File: config.mk
export PLATFORM = sky130hd
export DESIGN_NAME = cada_stride_agu
export DESIGN_NICKNAME = d
export VERILOG_FILES = /design/src/rtl/cada_stride_agu.sv
export SDC_FILE = /design/constraint.sdc
export NUM_CORES = 1
export LEC_CHECK = 0
export CORE_MARGIN = 8
export CORE_UTILIZATION = 50
export DETAILED_ROUTE_END_ITERATION = 10
export PLACE_DENSITY = 0.8
export SLEW_MARGIN = 20
export SYNTH_ARGS = -nofsm -noshare
export SYNTH_HDL_FRONTEND = slang
export SYNTH_SLANG_ARGS = --single-unit
File: constraint.sdc
create_clock -name clk -period 3.8 [get_ports clk]
set_input_delay 0.95 -clock clk [delete_from_list [all_inputs] [get_ports clk]]
set_output_delay 0.95 -clock clk [all_outputs]
set_load 0.02 [all_outputs]
File: src/rtl/cada_stride_agu.sv
// cada_stride_agu: strided burst address generator for one CADA bank port.
// Turns a start/count/stride command into `count` consecutive accesses at
// start, start+stride, ... wrapping modulo 2^ADDR_W.
// Optional macro CADA_AGU_PENDING_EN adds a one-entry pending command slot
// so the next burst starts on the cycle after the current burst's last access.
// Ports:
//   clk, rst (async, active-high)
//   addrIn, countIn, strideIn, writeEnIn, validIn : command input
//   accessValid, addrOut, writeEnOut, lastOut     : per-cycle access
//   doneOut : one-cycle burst-complete pulse
//   busy    : burst running (or command pending / zero-count done)
//   overflow: sticky, a command was dropped (cleared by reset only)
module cada_stride_agu #(
    parameter int ADDR_W   = 6,
    parameter int COUNT_W  = 7,
    parameter int STRIDE_W = 1
) (
    input  logic                clk,
    input  logic                rst,
    input  logic [ADDR_W-1:0]   addrIn,
    input  logic [COUNT_W-1:0]  countIn,
    input  logic [STRIDE_W-1:0] strideIn,
    input  logic                writeEnIn,
    input  logic                validIn,
    output logic                accessValid,
    output logic [ADDR_W-1:0]   addrOut,
    output logic                writeEnOut,
    output logic                lastOut,
    output logic                doneOut,
    output logic                busy,
    output logic                overflow
);

    // RUN means an access is presented on the outputs this cycle.
    typedef enum logic {IDLE, RUN} state_t;

    state_t state, stateNx;

    // Active burst: address of the next access and accesses left after
    // the one currently presented.
    logic [ADDR_W-1:0]   actAddr, actAddrNx;
    logic [COUNT_W-1:0]  remain, remainNx;
    logic [STRIDE_W-1:0] actStride, actStrideNx;
    logic                actWe, actWeNx;

    logic                accessValidNx, writeEnNx, lastNx, doneNx;
    logic                busyNx, overflowNx;
    logic [ADDR_W-1:0]   addrNx;

    logic                cont, load;
    logic [ADDR_W-1:0]   ldAddr;
    logic [COUNT_W-1:0]  ldCount;
    logic [STRIDE_W-1:0] ldStride;
    logic                ldWe;

`ifdef CADA_AGU_PENDING_EN
    logic                pendValid, pendValidNx;
    logic [ADDR_W-1:0]   pendAddr, pendAddrNx;
    logic [COUNT_W-1:0]  pendCount, pendCountNx;
    logic [STRIDE_W-1:0] pendStride, pendStrideNx;
    logic                pendWe, pendWeNx;
`endif

    always_ff @(posedge clk or posedge rst) begin
        if (rst) begin
            state       <= IDLE;
            actAddr     <= '0;
            remain      <= '0;
            actStride   <= '0;
            actWe       <= 1'b0;
            accessValid <= 1'b0;
            addrOut     <= '0;
            writeEnOut  <= 1'b0;
            lastOut     <= 1'b0;
            doneOut     <= 1'b0;
            busy        <= 1'b0;
            overflow    <= 1'b0;
`ifdef CADA_AGU_PENDING_EN
            pendValid   <= 1'b0;
            pendAddr    <= '0;
            pendCount   <= '0;
            pendStride  <= '0;
            pendWe      <= 1'b0;
`endif
        end else begin
            state       <= stateNx;
            actAddr     <= actAddrNx;
            remain      <= remainNx;
            actStride   <= actStrideNx;
            actWe       <= actWeNx;
            accessValid <= accessValidNx;
            addrOut     <= addrNx;
            writeEnOut  <= writeEnNx;
            lastOut     <= lastNx;
            doneOut     <= doneNx;
            busy        <= busyNx;
            overflow    <= overflowNx;
`ifdef CADA_AGU_PENDING_EN
            pendValid   <= pendValidNx;
            pendAddr    <= pendAddrNx;
            pendCount   <= pendCountNx;
            pendStride  <= pendStrideNx;
            pendWe      <= pendWeNx;
`endif
        end
    end

    always_comb begin
        stateNx       = state;
        actAddrNx     = actAddr;
        remainNx      = remain;
        actStrideNx   = actStride;
        actWeNx       = actWe;
        accessValidNx = 1'b0;
        addrNx        = addrOut;
        writeEnNx     = writeEnOut;
        lastNx        = 1'b0;
        doneNx        = 1'b0;
        overflowNx    = overflow;
        load          = 1'b0;
        ldAddr        = addrIn;
        ldCount       = countIn;
        ldStride      = strideIn;
        ldWe          = writeEnIn;
        // More accesses of the current burst follow this cycle.
        cont          = (state == RUN) && (remain != '0);
`ifdef CADA_AGU_PENDING_EN
        pendValidNx   = pendValid;
        pendAddrNx    = pendAddr;
        pendCountNx   = pendCount;
        pendStrideNx  = pendStride;
        pendWeNx      = pendWe;
        if (!cont && pendValid) begin
            load        = 1'b1;
            ldAddr      = pendAddr;
            ldCount     = pendCount;
            ldStride    = pendStride;
            ldWe        = pendWe;
            pendValidNx = 1'b0;
            if (validIn)
                overflowNx = 1'b1;
        end else if (validIn) begin
            if (!cont) begin
                load = 1'b1;
            end else if (pendValid) begin
                overflowNx = 1'b1;
            end else begin
                pendValidNx  = 1'b1;
                pendAddrNx   = addrIn;
                pendCountNx  = countIn;
                pendStrideNx = strideIn;
                pendWeNx     = writeEnIn;
            end
        end
`else
        // Without a pending slot, even the last-access cycle refuses.
        if (validIn) begin
            if (state == RUN)
                overflowNx = 1'b1;
            else
                load = 1'b1;
        end
`endif
        if (load) begin
            if (ldCount == '0) begin
                doneNx  = 1'b1;
                stateNx = IDLE;
            end else begin
                stateNx       = RUN;
                accessValidNx = 1'b1;
                addrNx        = ldAddr;
                writeEnNx     = ldWe;
                lastNx        = (ldCount == COUNT_W'(1));
                doneNx        = (ldCount == COUNT_W'(1));
                remainNx      = ldCount - COUNT_W'(1);
                actAddrNx     = ldAddr + ADDR_W'(ldStride);
                actStrideNx   = ldStride;
                actWeNx       = ldWe;
            end
        end else if (cont) begin
            stateNx       = RUN;
            accessValidNx = 1'b1;
            addrNx        = actAddr;
            actAddrNx     = actAddr + ADDR_W'(actStride);
            remainNx      = remain - COUNT_W'(1);
            lastNx        = (remain == COUNT_W'(1));
            doneNx        = (remain == COUNT_W'(1));
        end else begin
            stateNx = IDLE;
        end
`ifdef CADA_AGU_PENDING_EN
        busyNx = accessValidNx | pendValidNx | doneNx;
`else
        busyNx = accessValidNx;
`endif
    end

endmodule

# Yosys cells after proc, flatten, opt, wreduce, memory -nomap -nowiden
# Index checks and enable logic that the tools add are counted.
[totals]
reg_bits = 25
out_inout_bits = 12
[classes]
eq_ne = 3
n_addsub = 4
reduce_logical = 7
bitwise = 1
n_mux = 19
[ops]
columns = ["op", "n"]
rows = [
  ["$mux W6", 6],
  ["$mux W7", 3],
  ["$eq A7 B1 Y1 const B", 2],
  ["$sub A7 B1 Y7 const B", 2],
  ["$add A6 B1 Y6", 2],
  ["$mux W1", 10],
  ["$logic_not A7 Y1", 1],
  ["$reduce_bool A7 Y1", 1],
  ["$reduce_and A2 Y1", 3],
  ["$ne A2 B2 Y1 const B", 1],
  ["$reduce_bool A2 Y1", 1],
  ["$logic_and A1 B1 Y1", 1],
  ["$not A1 Y1", 1],
]

# Longest topological paths before layout
# Gate-level depths: netlist of run 1.
[logic_depth]
depth_word = 4
ltp_mapped = 8

# Least setup slack after synthesis of run 1
# OpenSTA, ideal clock, no wires.
[synth_timing]
kind = "input -> register"
startpoint = "input port countIn[3]"
endpoint = "register actStride"
arrival_time_ns = 2.072
setup_time_ns = 0.125
stages = 4
required_ns = 3.675
setup_slack_ns = 1.604
cell_sequence = "nor4_1 a31o_2 buf_2 mux2_2"
[synth_via]
elab_chain_cells = 3
[synth_lines]
columns = ["item", "line", "rtl"]
rows = [
  ["from (decl)", "21", "input logic [COUNT_W-1:0] countIn,"],
  ["$logic_not A7 Y1", "165", "if (ldCount == '0) begin"],
  ["$not A1 Y1 (no line)", "-", ""],
  ["$reduce_and A2 Y1 (no line)", "-", ""],
  ["to (signal assigned)", "89", "actStride <= actStrideNx;"],
  ["to (decl)", "43", "logic [STRIDE_W-1:0] actStride, actStrideNx;"],
]
# No other way between the ends.
# A chain may end at the register's enable or synchronous reset.

# Final worst setup path of run 1
[layout_timing]
startpoint = "input port countIn[3]"
endpoint = "register addrOut[4]"
[layout_via]
elab_chain_cells = 3
[layout_lines]
columns = ["item", "line", "rtl"]
rows = [
  ["$logic_not A7 Y1", "165", ""],
  ["$ne A2 B2 Y1 (no line)", "-", ""],
  ["$reduce_and A2 Y1 (no line)", "-", ""],
  ["to (signal assigned)", "92", "addrOut <= addrNx;"],
  ["to (decl)", "26", "output logic [ADDR_W-1:0] addrOut,"],
]
# No other way between the ends.

==> results by group, run 1 <==
STA
  – Clock Skew: a little under 0.007 ns
  – Rel. slew slack: around two fifths
  – Tcrit/Tclk final: between 70 and 80%
  – Max Slew Vio Count: 0
  – Worst-Margin Slew: between 0.8 and 0.9 ns
  – Final worst slack: between 1 and 1.5 ns
  – Setup TNS: 0 ns
  – Min cycle time layout: approximately 2.7 ns
  – Max Fclk: about 370 MHz
  – RSZ-0062 raised after global routing: false
  – Final setup violation count: 0
  – Worst hold margin: between 0.4 and 0.5 ns
  – Final hold violations: 0

Power and ir drop
  – Clock power frac: ~9.7%
  – Lkg Pwr: about 0.79 nW
  – Combinational power share: between 50% and 60%
  – Tot Pwr: roughly 0.0013 W
  – Cell Pwr Density: between 600 and 700 nW/um2
  – Max IR drop VDD: about 0.35 mV
  – Internal cell power: 0.0007490 W
  – Sequential share of power: 38.6%
  – P_sw: around 0.00055 W
  – Net Sw Frac: between 40% and 50%

Place
  – Port bufs: 29
  – Area after DPL: 1903 um2
  – Placed wire-length estimate: approximately 2.8 mm
  – Post-place setup slack: between 0.7 and 0.8 ns
  – GP Congestion: between 0.8 and 0.9

Synthesis
  – Mean Syn Cell Area: 9.436 um2
  – Area leader, netlist: dfrtp_1
  – Commonest cells post-synth: dfrtp_1 (25), nand3_1 (15), o21ai_0 (13)
  – Distinct cells, synth: 46
  – Sequential area share after synthesis: 39.46%
  – Synth Warn #: 0
  – Synthesized net count: between 150 and 200
  – Ys flop type: dfrtp_1
  – Top cell type's share of synthesized area: 39.46%
  – #FFs+latches synth: 25
  – Synthesized instance count: ~170
  – Synth Cell Area: around 1600 um2
  – Post-synth EDFFs: 0
  – Async set or reset register ratio after synthesis: 100.0%
  – Top-count cell post-synth: dfrtp_1
  – Synth area leaders: dfrtp_1 (39%), ha_1 (7.1%), nand3_1 (4.7%)

Detailed routing
  – DRT Pass-1 Iters: 4
  – Drt via density: between 5 and 6
  – Via count of the routed design: about 1.4k
  – Remaining DRCs: 0
  – Final wirelength: about 3.7 mm
  – Final antenna-violating net count: 0
  – Iter 0 DRT Violations: 56
  – Drt wl/cell: 15.66 um

Global route
  – Initial antenna violation count: 0
  – Gr usage total: 14.88%
  – Vias in the first global route: between 1k and 1.5k
  – Gr ovfl total: 0
  – Pin count of the biggest net entering global routing: 26
  – First-pass GRT wire length: around 6.3 mm

Clocking
  – Clock Sinks: 25
  – CTS clk-pin slew, worst paths: approximately 0.15 ns
  – Cts-stage hold buffer count: 0
  – CTS tree: yes
  – Worst-Skew Late Latency: 0.33 ns
  – Clock buffer depth: 2
  – Cts bufs inserted: 3
  – Post-CTS Repair Setup Buffers: 0
  – Cts repair resizes: 0
  – H-tree levels: 1
  – Root Buffer: clkbuf_4

Worst setup path
  – Arr. time, crit path: a little under 3 ns
  – Largest delay contributor family on the critical path: simple AND/OR/NAND/NOR gates
  – Crit path launch type: input pin
  – CP max stage delay: 0.51 ns
  – CP max-delay cell: clkdlybuf4s50_1
  – Critical path buffer and inverter count: 2
  – Crit-path max FO: 12
  – CP Capture Type: flop
  – Worst EP required: between 4 and 5 ns
  – Crit path cell chain: clkdlybuf4s50_1 -> nor4_1 -> a31o_2 -> and2_2 -> inv_2 -> mux2_4
  – WS Path Type: input pin to flop

Die
  – Die X: 72.31 um
  – Row count: 20
  – Ports: 30
  – Die Y: 72.31 um
  – Die area: ~5200 um2
  – Core Box Area: ~3000 um2
  – Initial Util: between 50% and 60%

Layout
  – Design Area, Final: ~1900 um2
  – Fillers: 261
  – Total Nets Final: 223
  – Fraction of layout cells with a size suffix above 1: under 10%
  – ANT cells: 0
  – Synth-to-layout area growth: 21.94%

Run status
  – Status: finished clean

Worst hold path
  – Hold Path Class: flop to flop

Flow run
  – Max-cap viol count: 0
==> cells in the final DEF, fill, tap and decap left out, types with 2 or more instances in the layout <==
cell type	netlist	final
mux2_2	2	2
nand4_1	2	2
o22ai_1	2	2
a2bb2oi_1	4	4
a22oi_1	3	3
nand3_1	15	15
nand2b_1	2	2
nor2_1	9	9
o41ai_1	2	2
nor4_1	2	2
clkdlybuf4s50_1	0	29
buf_4	2	4
or3_1	2	2
nor3b_1	2	2
nor3_1	2	2
dfrtp_1	25	25
mux2i_1	7	7
a21oi_1	10	10
nand2_1	7	7
o21ai_0	13	13
o22a_1	3	3
inv_1	8	7
xor2_1	4	4
clkbuf_4	0	3
xnor2_1	2	2
ha_1	9	9
a31oi_1	4	4
==> sequential cells by signal (all words and copies together) (netlist names) <==
register    cells
state           1
writeEnOut      1
actAddr         6
remain          7
actStride       1
addrOut         6
doneOut         1
lastOut         1
overflow        1
==> power by group through the flow <==
stage	Sequential [W]	Combinational (W)	Clock, W
floorplan	0.000528	0.000430	0
global placement	0.000497	0.000648	0
detailed placement	0.000506	0.000675	0
CTS	0.000500	0.000677	0.000127
global route	0.000520	0.000740	0.000136
finish	0.000501	0.000670	0.000126
==> final cells by class <==
type                       count  area, um2  share of cell area [%]
clock buffer                   3      22.52                   1.165
clock inverter                 1      7.507                  0.3884
inverter                       9      33.78                   1.748
multi-input combinational    124      868.3                   44.92
sequential                    25      625.6                   32.36
tap                           44      55.05                   2.848
timing repair buffer          33      320.3                   16.57
==> per-layer routing <==
metal | global-route usage (%) | vias up | wire, um
met1 | 16.82 | 677 | 1586
met3 | 3.030 | 8 | 215
met2 | 26.58 | 52 | 1879
li1 | - | 673 | -
met4 | 5.669 | 0 | 62
met5 | 0 | - | 0
==> worst paths after layout <==
kind / startpoint / cells past startpoint / end / slack [ns]
worst max-delay path: countIn[3] / 6 / addrOut[4]$_DFFE_PP0P_ / 1.13
worst min-delay path: overflow$_DFFE_PP0P_ / 1 / overflow$_DFFE_PP0P_ / 0.48
worst max register to register: remain[0]$_DFFE_PP0P_ / 8 / addrOut[4]$_DFFE_PP0P_ / 1.21
worst min register to register: overflow$_DFFE_PP0P_ / 1 / overflow$_DFFE_PP0P_ / 0.48
max in group asynchronous: rst / 2 / remain[5]$_DFFE_PP0P_ / 2.40
min in group asynchronous: rst / 2 / overflow$_DFFE_PP0P_ / 0.98
==> kinds of logic (layout without fill, tap and decap cells) <==
group,Yosys count,after routing,synth area share (%)
AO/OA/AOI/OAI,50,50,21.23
XOR/XNOR,6,6,3.315
flip-flops,25,25,39.46
multiplexers,10,10,6.787
adder cells (fa/ha/maj),9,9,7.104
buffers and inverters,19,46,5.761
AND/OR/NAND/NOR,49,49,16.34
==> stage by stage <==
stage / cells / util (%)
floorplan: 168 / -
global placement: 235 / 62.85
detailed placement: 235 / 62.85
CTS: 239 / 63.84
global route: 239 / 63.84
finish: 239 / 63.84
No activity file was read; power rests on OpenSTA's default activity.
==> inputs of run 2 (changes only) <==
Clock period 3.8 ns to 2.5 ns, I/O delays scaled along.
==> results by group, run 2 (synthesis gave the netlist of run 1 again) <==
Worst setup path
  – Crit path cell chain: inv_1 -> ha_1 -> or3b_1 -> o41ai_2 -> buf_4 -> a21oi_1 -> o2bb2a_1 (was clkdlybuf4s50_1 -> nor4_1 -> a31o_2 -> and2_2 -> inv_2 -> mux2_4)
  – CP startpoint: remain[0]$_DFFE_PP0P_ (was countIn[3])
  – Crit-path max FO: 11 (was 12)
  – Worst path depth: 7 (was 6)
  – Arr. time, crit path: 2.46 ns (was 2.90 ns)
  – Largest delay contributor family on the critical path: compound AO/OA/AOI/OAI gates (was simple AND/OR/NAND/NOR gates)
  – CP max stage delay: 0.46 ns (was 0.51 ns)
  – Worst EP required: 2.72 ns (was 4.03 ns)
  – R2R Setup Slk: 0.26 ns (was 1.21 ns)
  – WS Path Type: flop to flop (was input pin to flop)
  – CP max-delay cell: dfrtp_1 (was clkdlybuf4s50_1)
  – Reg2reg path depth: 7 (was 8)
  – CP Capture Type: flop (unchanged)
  – Worst r2r src: remain[0]$_DFFE_PP0P_ (unchanged)
  – CP Capture Point: remain[2]$_DFFE_PP0P_ (was addrOut[4]$_DFFE_PP0P_)
  – RR Endpoint: remain[2]$_DFFE_PP0P_ (was addrOut[4]$_DFFE_PP0P_)
  – Critical path buffer and inverter count: 2 (unchanged)
  – Crit path launch type: flop (was input pin)

Die
  – Die Y: 72.31 um (unchanged)
  – Row count: 20 (unchanged)
  – Ports: 30 (unchanged)
  – Die area: 5228 um2 (unchanged)
  – Initial Util: 52.36% (unchanged)
  – Die X: 72.31 um (unchanged)
  – Core Box Area: 3028 um2 (unchanged)

Layout
  – Commonest non-fill, non-tap cells in the layout: clkdlybuf4s50_1 (29), dfrtp_1 (25), nand3_1 (15), o21ai_0 (13), buf_4 (12) (was clkdlybuf4s50_1 (29), dfrtp_1 (25), nand3_1 (15), o21ai_0 (13), a21oi_1 (10))
  – Reg with most FFs: remain (unchanged)
  – Final core utilization: 66.41% (was 63.84%)
  – Synth-to-layout area growth: 26.84% (was 21.94%)
  – Max reg flops: 7 (unchanged)
  – Biggest regs: remain x7, actAddr x6, addrOut x6 (unchanged)
  – Commonest non-fill, non-tap cell in the layout: clkdlybuf4s50_1 (unchanged)
  – Fraction of layout cells with a size suffix above 1: 11.76% (was 7.692%)
  – Total Nets Final: 232 (was 223)
  – ANT cells: 0 (unchanged)

STA
  – Max Slew Vio Count: 0 (unchanged)
  – Max Fclk: 447.2 MHz
  – Tcrit/Tclk final: between 80% and 90%
  – Min cycle time layout: roughly 2.2 ns
  – Rel. slew slack: 74.79% (was 39.94%)
  – Worst-Margin Slew: 0.3740 ns (was 0.8953 ns)
  – Setup TNS: 0 ns (unchanged)
  – Final setup violation count: 0 (unchanged)
  – Clock Skew: 0.002120 ns (was 0.006866 ns)
  – RSZ-0062 raised after global routing: false (unchanged)
  – Final hold violations: 0 (unchanged)

Clocking
  – CTS tree: yes (unchanged)
  – Cts-stage hold buffer count: 0 (unchanged)
  – Cts bufs inserted: 3 (unchanged)
  – Clock buffer depth: 2 (unchanged)
  – H-tree levels: 1 (unchanged)
  – Clock Sinks: 25 (unchanged)
  – Root Buffer: clkbuf_4 (unchanged)
  – Worst-Skew Late Latency: 0.32 ns (was 0.33 ns)
  – Post-CTS Repair Setup Buffers: 0 (unchanged)
  – Cts repair resizes: 0 (unchanged)
  – CTS clk-pin slew, worst paths: 0.14 ns (was 0.15 ns)

Place
  – Port bufs: 29 (unchanged)
  – Placed wire-length estimate: 3.022 mm (was 2.797 mm)
  – GP Congestion: 0.8864 (was 0.8876)

Run status
  – Status: finished clean (unchanged)

Power and ir drop
  – Cell Pwr Density: 999.7 nW/um2 (was 670.9 nW/um2)
  – Max IR drop VDD: 0.5071 mV (was 0.3537 mV)
  – Lkg Pwr: 0.8470 nW (was 0.7924 nW)

Detailed routing
  – DRT Pass-1 Iters: 4 (unchanged)
  – Iter 0 DRT Violations: 75 (was 56)
  – Via count of the routed design: 1,449 (was 1,410)
  – Final wirelength: 4.000 mm (was 3.743 mm)
  – Drt wl/cell: 16.13 um (was 15.66 um)
  – Remaining DRCs: 0 (unchanged)
  – Drt via density: 5.843 (was 5.900)
  – Final antenna-violating net count: 0 (unchanged)

Flow run
  – Max-cap viol count: 0 (unchanged)

Global route
  – First-pass GRT wire length: 6.858 mm (was 6.334 mm)
  – Initial antenna violation count: 0 (unchanged)
  – Gr usage total: 16.06% (was 14.88%)
  – Gr ovfl total: 0 (unchanged)
  – Pin count of the biggest net entering global routing: 26 (unchanged)
  – Vias in the first global route: 1,490 (was 1,417)

Worst hold path
  – Hold Path Class: flop to flop (unchanged)
run 2: changes by cell type in the layout (fill, tap and decap cells not counted), sizes merged:
cell	change
inv	+1
buf	+9
clkinvlp	-1
run 2: worst register-to-register path: stages (launching register included):
cell and delay, ns:
dfrtp_1 0.46, inv_1 0.10, ha_1 0.23, or3b_1 0.41, o41ai_2 0.33, buf_4 0.26
a21oi_1 0.08, o2bb2a_1 0.28
run 2: worst min-delay path by stage:
stage	start	end	slack (ns)	depth (start not counted)
finish	overflow$_DFFE_PP0P_	overflow$_DFFE_PP0P_	0.50	1
global route	overflow$_DFFE_PP0P_	overflow$_DFFE_PP0P_	0.51	1
CTS	overflow$_DFFE_PP0P_	overflow$_DFFE_PP0P_	0.49	1
detailed placement	overflow$_DFFE_PP0P_	overflow$_DFFE_PP0P_	0.45	1
global placement	overflow$_DFFE_PP0P_	overflow$_DFFE_PP0P_	0.44	1
floorplan	actStride$_DFFE_PP0P_	actStride$_DFFE_PP0P_	0.48	1
run 2: layer usage:
| layer | wire [um] | global-route usage [%] | share of wire (%) |
|---|---|---|---|
| met2 | 2021 | 28.18 | 51 |
| met3 | 224 | 3.857 | 5.6 |
| met4 | 66 | 6.803 | 1.7 |
| met1 | 1687 | 17.98 | 42 |
| met5 | 0 | 0 | 0 |
run 2: where the power goes:
part | leakage [nW] | internal [W] | switching [W]
sequential | 0.285 | 0.000588 | 0.000170
clock | 0.0177 | 0.0000599 | 0.000126
combinational | 0.544 | 0.000525 | 0.000541
total | 0.847 | 0.00117 | 0.000837
run 2: stage by stage:
| step | setup slack, ns | hold WS (ns) | instance area [um2] | std cells | total power, W |
|---|---|---|---|---|---|
| 2_1_floorplan | 0.5715 | 0.4835 | 1585 | 168 | 0.001456 |
| 3_3_place_gp | 0.1506 | 0.4399 | 1983 | 244 | 0.001782 |
| 3_5_place_dp | 0.1018 | 0.4542 | 1983 | 244 | 0.001833 |
| 4_1_cts | 0.2713 | 0.4895 | 2011 | 248 | 0.002019 |
| 5_1_grt | 0.1519 | 0.5114 | 2011 | 248 | 0.002162 |
| 6_report | 0.2636 | 0.4957 | 2011 | 248 | 0.002010 |
run 2: cell type report:
class / count / area (um2)
inverters: 9 / 33.78
repair buffers: 42 / 400.4
multi-input cells: 124 / 868.3
clock buffers: 3 / 22.52
clock inverters: 1 / 5.005
well taps: 44 / 55.05
fillers: 271 / 1017
flip-flops and latches: 25 / 625.6
